--- config.mk ---
export PLATFORM = sky130hd
export DESIGN_NAME = wbrrarb
export DESIGN_NICKNAME = d
export VERILOG_FILES = /design/src/rtl/wbrrarb_pkg.sv /design/src/rtl/wbrrarb.sv
export SDC_FILE = /design/constraint.sdc
export NUM_CORES = 1
export LEC_CHECK = 0
export CAP_MARGIN = 40
export CORE_AREA = 4 4 195 197
export CTS_CLUSTER_SIZE = 8
export DETAILED_ROUTE_END_ITERATION = 7
export DIE_AREA = 0 0 199 201
export DONT_BUFFER_PORTS = 1
export GPL_TIMING_DRIVEN = 0
export PLACE_DENSITY_LB_ADDON = 0.2
export SLEW_MARGIN = 20
export SYNTH_ARGS = -nofsm -noshare
export SYNTH_HDL_FRONTEND = slang
export SYNTH_SLANG_ARGS = --single-unit
--- constraint.sdc ---
create_clock -name i_clk -period 3.7 [get_ports i_clk]
set_input_delay 0.925 -clock i_clk [delete_from_list [all_inputs] [get_ports i_clk]]
set_output_delay 0.925 -clock i_clk [all_outputs]
set_load 0.05 [all_outputs]
--- src/rtl/wbrrarb_pkg.sv ---
// Shared types for the two-master round-robin Wishbone arbiter.
package wbrrarb_pkg;

  typedef enum logic [1:0] {
    IDLE,
    OWN_A,
    OWN_B
  } state_e;

  typedef enum logic {
    MST_A,
    MST_B
  } mst_e;

endpackage

--- src/rtl/wbrrarb.sv ---
// Two-master round-robin pipelined Wishbone arbiter; ownership lasts a whole CYC,
// with outstanding-request limiting and an optional watchdog that aborts a hung slave.
module wbrrarb
  import wbrrarb_pkg::*;
#(
  parameter int AW       = 26,
  parameter int DW       = 64,
  parameter int LGMAXOUT = 5,
  parameter int TIMEOUT  = 0
) (
  input  logic            i_clk,
  input  logic            i_reset,
  input  logic            i_a_cyc,
  input  logic            i_a_stb,
  input  logic            i_a_we,
  input  logic [AW-1:0]   i_a_addr,
  input  logic [DW-1:0]   i_a_data,
  input  logic [DW/8-1:0] i_a_sel,
  output logic            o_a_stall,
  output logic            o_a_ack,
  output logic            o_a_err,
  output logic [DW-1:0]   o_a_data,
  input  logic            i_b_cyc,
  input  logic            i_b_stb,
  input  logic            i_b_we,
  input  logic [AW-1:0]   i_b_addr,
  input  logic [DW-1:0]   i_b_data,
  input  logic [DW/8-1:0] i_b_sel,
  output logic            o_b_stall,
  output logic            o_b_ack,
  output logic            o_b_err,
  output logic [DW-1:0]   o_b_data,
  output logic            o_cyc,
  output logic            o_stb,
  output logic            o_we,
  output logic [AW-1:0]   o_addr,
  output logic [DW-1:0]   o_data,
  output logic [DW/8-1:0] o_sel,
  input  logic            i_stall,
  input  logic            i_ack,
  input  logic            i_err,
  input  logic [DW-1:0]   i_data
);

  localparam int WDW = (TIMEOUT > 0) ? $clog2(TIMEOUT + 1) : 1;
  localparam logic [LGMAXOUT:0] NOUT_MAX = {1'b0, {LGMAXOUT{1'b1}}};
  localparam logic [LGMAXOUT:0] NOUT_ONE = (LGMAXOUT + 1)'(1);
  localparam logic [WDW-1:0]    WD_ONE   = WDW'(1);

  state_e            state_q;
  mst_e              last_q;
  logic [LGMAXOUT:0] nout_q, nout_d;
  logic [WDW-1:0]    wdog_q, wdog_d;
  logic              abort_q, werr_q;

  logic            own_a, own_b, pass, full;
  logic            m_cyc, m_stb, m_we;
  logic [AW-1:0]   m_addr;
  logic [DW-1:0]   m_data;
  logic [DW/8-1:0] m_sel;
  logic            stall_m, ack_m, err_m;
  logic            a_req, b_req, inc, dec, wd_count, wd_expire;

  assign o_a_data = i_data;
  assign o_b_data = i_data;

  always_comb begin
    own_a = (state_q == OWN_A);
    own_b = (state_q == OWN_B);
    a_req = i_a_cyc && i_a_stb;
    b_req = i_b_cyc && i_b_stb;
    full  = (nout_q == NOUT_MAX);
    pass  = (own_a || own_b) && !abort_q;

    m_cyc  = own_b ? i_b_cyc  : i_a_cyc;
    m_stb  = own_b ? i_b_stb  : i_a_stb;
    m_we   = own_b ? i_b_we   : i_a_we;
    m_addr = own_b ? i_b_addr : i_a_addr;
    m_data = own_b ? i_b_data : i_a_data;
    m_sel  = own_b ? i_b_sel  : i_a_sel;

    // Downstream fields are zeroed whenever nothing is passed through, so reset reads 0.
    o_cyc  = pass && m_cyc;
    o_stb  = pass && m_cyc && m_stb && !full;
    o_we   = pass && m_we;
    o_addr = pass ? m_addr : '0;
    o_data = pass ? m_data : '0;
    o_sel  = pass ? m_sel  : '0;

    stall_m = !pass || i_stall || full;
    ack_m   = pass && m_cyc && i_ack;
    err_m   = (pass && m_cyc && i_err) || werr_q;

    o_a_stall = own_a ? stall_m : 1'b1;
    o_b_stall = own_b ? stall_m : 1'b1;
    o_a_ack   = own_a && ack_m;
    o_b_ack   = own_b && ack_m;
    o_a_err   = own_a && err_m;
    o_b_err   = own_b && err_m;

    inc    = o_stb && !i_stall;
    dec    = i_ack && (nout_q != '0);
    nout_d = nout_q;
    if (inc && !dec)
      nout_d = nout_q + NOUT_ONE;
    else if (dec && !inc)
      nout_d = nout_q - NOUT_ONE;

    wd_count  = (TIMEOUT > 0) && (nout_q != '0) && !i_ack;
    wdog_d    = wd_count ? (wdog_q + WD_ONE) : '0;
    wd_expire = wd_count && ((int'(wdog_q) + 1) >= (TIMEOUT - 1));
  end

  always_ff @(posedge i_clk or posedge i_reset) begin
    if (i_reset) begin
      state_q <= IDLE;
      last_q  <= MST_B;
      nout_q  <= '0;
      wdog_q  <= '0;
      abort_q <= 1'b0;
      werr_q  <= 1'b0;
    end else begin
      werr_q <= 1'b0;
      unique case (state_q)
        IDLE: begin
          nout_q  <= '0;
          wdog_q  <= '0;
          abort_q <= 1'b0;
          if (a_req && (!b_req || last_q == MST_B)) begin
            state_q <= OWN_A;
            last_q  <= MST_A;
          end else if (b_req) begin
            state_q <= OWN_B;
            last_q  <= MST_B;
          end
        end
        default: begin
          if (!m_cyc) begin
            state_q <= IDLE;
            nout_q  <= '0;
            wdog_q  <= '0;
            abort_q <= 1'b0;
          end else if (abort_q) begin
            nout_q <= '0;
            wdog_q <= '0;
          end else if (i_err || wd_expire) begin
            // A slave error is reported combinationally; only expiry needs the registered err.
            abort_q <= 1'b1;
            werr_q  <= wd_expire && !i_err;
            nout_q  <= '0;
            wdog_q  <= '0;
          end else begin
            nout_q <= nout_d;
            wdog_q <= wdog_d;
          end
        end
      endcase
    end
  end

endmodule

==> out/metrics.cfg, run 1 <==
[drt]
drcViolationCount = 0
via_per_inst = 3.39
drtIter0Drc = 152
ant_nets = 0
vias = 3443
wl_per_cell_microns = 18.5
dr.pass1.iters = 4
drt_wl_total_mm = 18.8

[synthesis]
synth_area_sq_um = 3270
ys_ff_latch = 10
yosysWarnings = 0
synth-main-ff-cell = dfrtp_1
synth_nets = 724
synth_seq_area_share_pct = 7.68
synth_top_cell_area_share_pct = 31.8
synth_cell_types = 42
yosys-top-cells-count = 128 x buf_4, 104 x mux2i_1, 102 x nor2_1, 19 x clkbuf_1
yosysTopAreaCell = mux2i_1
async_flop_share_pct = 100
syn_inst = 445
synth_area_leaders = mux2i_1 32%, buf_4 29%, nor2_1 12%
yosysMostFrequentCell = buf_4
synth_edf_count = 0
avgSynthCellArea_sq_um = 7.36

[die]
io_pins = 506
die_area_sq_um = 40000
fp-row-count = 70
die_w_microns = 199
placeableCoreArea_sq_um = 36300
die_h_microns = 201
start_util_pct = 9.03

[power]
finalPower_w = 0.00577
power.leakage_nw = 2.13
powerDensity_nw_per_um2 = 1220
vdd_drop_max_mv = 0.493

[grt]
grt_pass1_vias = 3340
antenna_found_initial = 0
grt_max_degree = 11
grt_util_met3_pct = 0.705
grt_overflow = 0
grtUsageTotal_pct = 7.99
use_met2_pct = 15.5
grt_util_met1_pct = 10.0
grt_pass1_wl_mm = 23.7
top_usage_layer = met2

[layout]
final_cell_area_sq_um = 4750
synthToLayoutAreaGrowth_pct = 45.0
instances_no_fill = 1017
drive_gt1_share_pct = 45.7
nNetsFinal = 827
fillers = 4178

[clocking]
ctsHtreeMaxLevel = 1
path_clk_slew_ns = 0.04
cts_tree = done
cts_sinks = 10
clk_path_buf_depth = 2
ctsHoldBuffers = 0
cts_root_buf = clkbuf_16
clkLatencyLatePin_ns = 0.23
cts-buffers-inserted = 3

[run_status]
outcome = finished, final reports clean

[timing]
hold_slack_ns = 0.546
setup_viol = 0
finalWorstPathRequiredPeriod_ns = 3.53
post-route-period-util_pct = 95.4
max_slew_margin_pct = 41.6
worst_slack_ns = 0.169
skew_ns = 0.000655
worstMarginPinSlew_ns = 0.873
max_freq_mhz = 283
drv_slew = 0
hold_viol_final = 0
rsz0062_at_grt = false

[placed_design]
place_area_sq_um = 4630
dp.cells = 1010
portBuffers = 0
post-place-ws_ns = -0.0314
dp_hpwl_mm = 16.7
place_congestion = 0.731

[critical_path]
critical-path-slowest-cell = clkbuf_1
cp-start-kind = flip-flop
crit_start = state_q[0]
worstPathRequired_ns = 2.77
rr_worst_depth = 12
cp.arrival_ns = 2.61
critical_path.reg2reg.startpoint = state_q[0]
criticalPathCategory = reg -> out
max_stage_delay_ns = 0.56
regToRegSetupSlack_ns = 0.40
cp_max_fo = 10
crit_top_cell = buf_4
cp-end-kind = primary output
reg2reg_to = nout_q[5]
crit_chain = inv_1, ha_1, buf_2, buf_4, clkbuf_1, mux2i_1, nor2_1, buf_4

[min_path]
min_path_type = reg -> reg
hold_depth = 2
min_from = state_q[1]
whs_endpoint = state_q[1]

[job]
maxCapViolations = 0

-- metal layers --
metal / up-vias / wire length (microns)
met5: - / 0
met4: 0 / 10
met3: 2 / 1210
met2: 217 / 10000
met1: 1661 / 7550
li1: 1563 / -
-- cells in the final DEF, fill, tap and decap left out, drive strengths merged --
cell / synthesis / routed
a31oi: 1 / 1
or3: 2 / 2
a21oi: 5 / 5
xnor2: 1 / 1
dfrtp: 9 / 9
a31o: 1 / 1
inv: 6 / 6
nand3: 5 / 5
and2: 1 / 1
a221oi: 1 / 1
a211o: 1 / 1
a21boi: 1 / 1
buf: 134 / 231
and4b: 1 / 1
mux2i: 104 / 104
nand2: 7 / 7
nor2b: 3 / 3
nor3b: 1 / 1
o2111ai: 1 / 1
diode: 0 / 2
a211oi: 1 / 1
clkinv: 1 / 1
o211ai: 1 / 1
clkbuf: 19 / 24
or4: 2 / 2
o21ai: 9 / 9
o221a: 1 / 1
o31ai: 1 / 1
dfstp: 1 / 1
nand2b: 1 / 1
nor3: 1 / 1
nor2: 102 / 102
o211a: 1 / 1
o21a: 1 / 1
a21o: 1 / 1
fa: 1 / 1
ha: 7 / 7
and3: 8 / 8
nor4: 1 / 1
-- cell families after synthesis --
kind of cell	synth area share, %
DFF	7.68
xor gates and xnor gates	0.268
buffers and inverters	33.1
AOI/OAI and AO/OA	6.08
muxes	31.8
adders and majority gates	3.29
and+or+nand+nor	17.7
-- registers in the layout (all words and copies together) (netlist names) --
register	flops
state_q	2
last_q	1
nout_q	6
abort_q	1
-- stage by stage --
step | setup TNS (ns) | utilization [%]
6_report | 0 | 13.1
5_1_grt | 0 | 13.1
4_1_cts | 0 | 13.0
3_5_place_dp | -0.0728 | 12.8
3_3_place_gp | -21.43 | 10.6
2_1_floorplan | 0 | -
-- layout make-up --
type | count | area, sq um | share of cell area, %
flip-flops and latches | 10 | 251 | 5.30
plain buffers | 152 | 1070 | 22.5
inverters | 7 | 27.5 | 0.580
repair buffers | 99 | 773 | 16.3
clock buffers | 4 | 78.8 | 1.66
diodes | 2 | 5.00 | 0.105
multi-input cells | 275 | 1960 | 41.2
well taps | 468 | 586 | 12.3
-- worst max-delay path: cells and delay by family (launching register included) --
kind,cells,cell delay [ns]
flip-flops,1,0.37
multiplexers,1,0.19
buffers and inverters,5,1.39
AND/OR/NAND/NOR,1,0.26
adder cells (fa/ha/maj),1,0.14
-- power breakdown --
group	total, W	internal [W]	switching [W]	leakage, nW
registers	0.000151	0.000135	0.0000164	0.134
clock network	0.000193	0.000144	0.0000488	0.0382
logic	0.00543	0.00144	0.00399	1.96
total	0.00577	0.00172	0.00405	2.13
-- how the worst max path moves through the flow --
| stage | endpoint | slack (ns) | depth (start not counted) |
|---|---|---|---|
| detailed placement | o_data[15] | -0.03 | 7 |
| CTS | o_data[48] | 0.01 | 8 |
| global route | nout_q[5] | 0.0004 | 12 |
| global placement | o_data[60] | -0.58 | 7 |
| finish | o_data[23] | 0.17 | 8 |
| floorplan | o_stb | 0.24 | 3 |
-- repair_timing --
| action | CTS | global route |
|---|---|---|
| pin swaps | 0 | 1 |
| endpoints found under the hold margin | 0 | 0 |
| setup buffers | 0 | 1 |
| setup endpoints to repair | 51 | 7 |
| gates resized for setup | 7 | 5 |
Power figures use the tool's default switching activity.
==> run 2, diff against run 1 <==
--- a/config.mk
+++ b/config.mk
@@ -7,11 +7,12 @@
 export LEC_CHECK = 0
 export CAP_MARGIN = 40
-export CORE_AREA = 4 4 195 197
+export CORE_AREA = 2 2 199 201
 export CTS_CLUSTER_SIZE = 8
 export DETAILED_ROUTE_END_ITERATION = 7
-export DIE_AREA = 0 0 199 201
+export DIE_AREA = 0 0 201 203
 export DONT_BUFFER_PORTS = 1
 export GPL_TIMING_DRIVEN = 0
 export PLACE_DENSITY_LB_ADDON = 0.2
+export RECOVER_POWER = 25
 export SLEW_MARGIN = 20
 export SYNTH_ARGS = -nofsm -noshare
==> constraint.sdc (replaced) <==
create_clock -name i_clk -period 3.7 [get_ports i_clk]
set_input_delay 0.74 -clock i_clk [delete_from_list [all_inputs] [get_ports i_clk]]
set_output_delay 0.74 -clock i_clk [all_outputs]
set_load 0.05 [all_outputs]
==> run 2 against run 1 <==
Die area grew 2.0%. Core utilization shrank 1.2 points. Total power shrank 2.6%. Clock skew grew 0.0047 ns. Clock power grew 11%. Global-route usage grew 0.14 points. Via count shrank 2.6%.
==> out/metrics.cfg, run 2 (synthesis gave the netlist of run 1 again) <==
[run_status]
outcome = finished, final reports clean  ; unchanged

[die]
die_w_microns = 201  ; was 199 microns
fp-row-count = 72  ; was 70
die_h_microns = 203  ; was 201 microns
placeableCoreArea_sq_um = 38500  ; was 36300 sq um
start_util_pct = 8.51  ; was 9.03%
die_area_sq_um = 40800  ; was 40000 sq um
io_pins = 506  ; unchanged

[grt]
top_usage_layer = met2  ; unchanged
antenna_found_initial = 1  ; was 0
grt_overflow = 0  ; unchanged
grt_max_degree = 17  ; was 11
grt_util_met3_pct = 1.97  ; was 0.705%
grtUsageTotal_pct = 8.12  ; was 7.99%
grt_util_met1_pct = 10.2  ; was 10.0%
grt_pass1_wl_mm = 24.2  ; was 23.7 mm
grt_pass1_vias = 3274  ; was 3340
use_met2_pct = 14.5  ; was 15.5%

[critical_path]
criticalPathCategory = reg -> out  ; unchanged
critical_path.endpoint = o_addr[20]  ; was o_data[23]
cp_max_fo = 10  ; unchanged
cp.arrival_ns = 2.75  ; was 2.61 ns
crit_start = state_q[0]  ; unchanged
cp-end-kind = primary output  ; unchanged
rr_worst_depth = 12  ; unchanged
reg2reg_to = nout_q[5]  ; unchanged
worstPathRequired_ns = 2.96  ; was 2.77 ns
critical_path.reg2reg.startpoint = state_q[0]  ; unchanged
regToRegSetupSlack_ns = 0.40  ; about the same
cp-start-kind = flip-flop  ; unchanged

[clocking]
clk_path_buf_depth = 2  ; unchanged
ctsHtreeMaxLevel = 1  ; unchanged
clkLatencyLatePin_ns = 0.24  ; was 0.23 ns
cts_sinks = 10  ; unchanged
cts-buffers-inserted = 3  ; unchanged
path_clk_slew_ns = 0.04  ; about the same
cts_root_buf = clkbuf_16  ; unchanged
cts_tree = done  ; unchanged

[timing]
skew_ns = 0.00531  ; was 0.000655 ns
finalWorstPathRequiredPeriod_ns = 3.49  ; was 3.53 ns
max_freq_mhz = 287  ; was 283 MHz
worstMarginPinSlew_ns = 0.893  ; was 0.873 ns
setup_viol = 0  ; unchanged
max_slew_margin_pct = 40.2  ; was 41.6%
post-route-period-util_pct = 94.2  ; was 95.4%
drv_slew = 0  ; unchanged
rsz0062_at_grt = false  ; unchanged
hold_viol_final = 0  ; unchanged
worst_slack_ns = 0.213  ; was 0.169 ns
fin_setup_tns_ns = 0  ; unchanged

[layout]
layout_common_cells = 149 x buf_4, 103 x mux2i_1, 88 x nor2_1  ; was 219 x buf_4, 104 x mux2i_1, 98 x nor2_1
synthToLayoutAreaGrowth_pct = 39.2  ; was 45.0%
post-route-util_pct = 11.8  ; was 13.1%
nNetsFinal = 812  ; was 827
diodes = 0  ; was 2
top_regs = nout_q: 6 flops, state_q: 2 flops  ; unchanged
regMostFlops = nout_q  ; unchanged
instances_no_fill = 1050  ; was 1017
final_common_cell = buf_4  ; unchanged
drive_gt1_share_pct = 35.5  ; was 45.7%
largest_register_ffs = 6  ; unchanged

[drt]
drcViolationCount = 0  ; unchanged
drtIter0Drc = 130  ; was 152
dr.pass1.iters = 4  ; unchanged
ant_nets = 0  ; unchanged
drt_wl_total_mm = 18.8  ; about the same
vias = 3354  ; was 3443
wl_per_cell_microns = 17.9  ; was 18.5 microns
via_per_inst = 3.19  ; was 3.39

[power]
p_switching_w = 0.00400  ; was 0.00405 W
power.leakage_nw = 1.86  ; was 2.13 nW
p_int_w = 0.00162  ; was 0.00172 W
powerDensity_nw_per_um2 = 1230  ; was 1220 nW/um^2
clkPwrFrac_pct = 3.8  ; was 3.3%
seqPwrFrac_pct = 2.7  ; was 2.6%
p_comb_share_pct = 93.5  ; was 94.0%
vdd_drop_max_mv = 0.457  ; was 0.493 mV
sw_frac_of_total_pct = 71.1  ; was 70.2%
finalPower_w = 0.00562  ; was 0.00577 W

[min_path]
min_path_type = in -> async  ; was reg -> reg

[placed_design]
place_congestion = 0.819  ; was 0.731
post-place-ws_ns = 0.151  ; was -0.0314 ns
portBuffers = 0  ; unchanged
dp.cells = 1045  ; was 1010
dp_hpwl_mm = 17.2  ; was 16.7 mm

[job]
maxCapViolations = 0  ; unchanged

run 2: worst min-delay path by stage:
stage | end
detailed placement | abort_q
finish | nout_q[3]
global route | nout_q[3]
CTS | nout_q[3]
floorplan | state_q[1]
global placement | abort_q
run 2: through the flow:
stage / area (sq um) / hold WS (ns)
3_3_place_gp: 3920 / 0.530
5_1_grt: 4560 / 0.411
2_1_floorplan: 3270 / 0.497
4_1_cts: 4690 / 0.396
6_report: 4560 / 0.374
3_5_place_dp: 4600 / 0.528
run 2: layer usage:
metal  routed length (microns)  vias to the layer above
li1                          -                     1535
met3                      1380                       10
met2                      9620                      206
met4                       151                        2
met1                      7650                     1601
met5                        14                        -
run 2: worst max-delay path: stages, from the launching register on:
cell	delay (ns)
dfrtp_1	0.37
inv_1	0.09
ha_1	0.14
buf_2	0.17
buf_2	0.37
clkbuf_1	0.40
buf_8	0.21
mux2i_1	0.08
nor2_1	0.67
run 2: cell type report:
type	count	area [sq um]
inverter	7	27.5
sequential	10	251
fill	4483	33900
clock buffer	4	88.8
tap	518	648
multi-input combinational	275	2000
buffer	152	860
timing repair buffer	84	679
run 2: power by group through the flow:
| stage | clock, W | sequential [W] | combinational, W |
|---|---|---|---|
| after floorplan | 0 | 0.000147 | 0.00379 |
| after global placement | 0 | 0.000152 | 0.00452 |
| after detailed placement | 0 | 0.000152 | 0.00530 |
| after CTS | 0.000221 | 0.000150 | 0.00531 |
| after global routing | 0.000225 | 0.000153 | 0.00552 |
| final | 0.000214 | 0.000150 | 0.00526 |
run 2: what timing repair did:
| action | CTS | global route |
|---|---|---|
| hold buffers | 0 | 0 |
| hold endpoints to repair | 0 | 0 |
| pin swaps | 0 | 0 |
| endpoints found under the setup margin | 11 | 10 |
| buffers inserted | 0 | 0 |
| gates resized for setup | 3 | 11 |
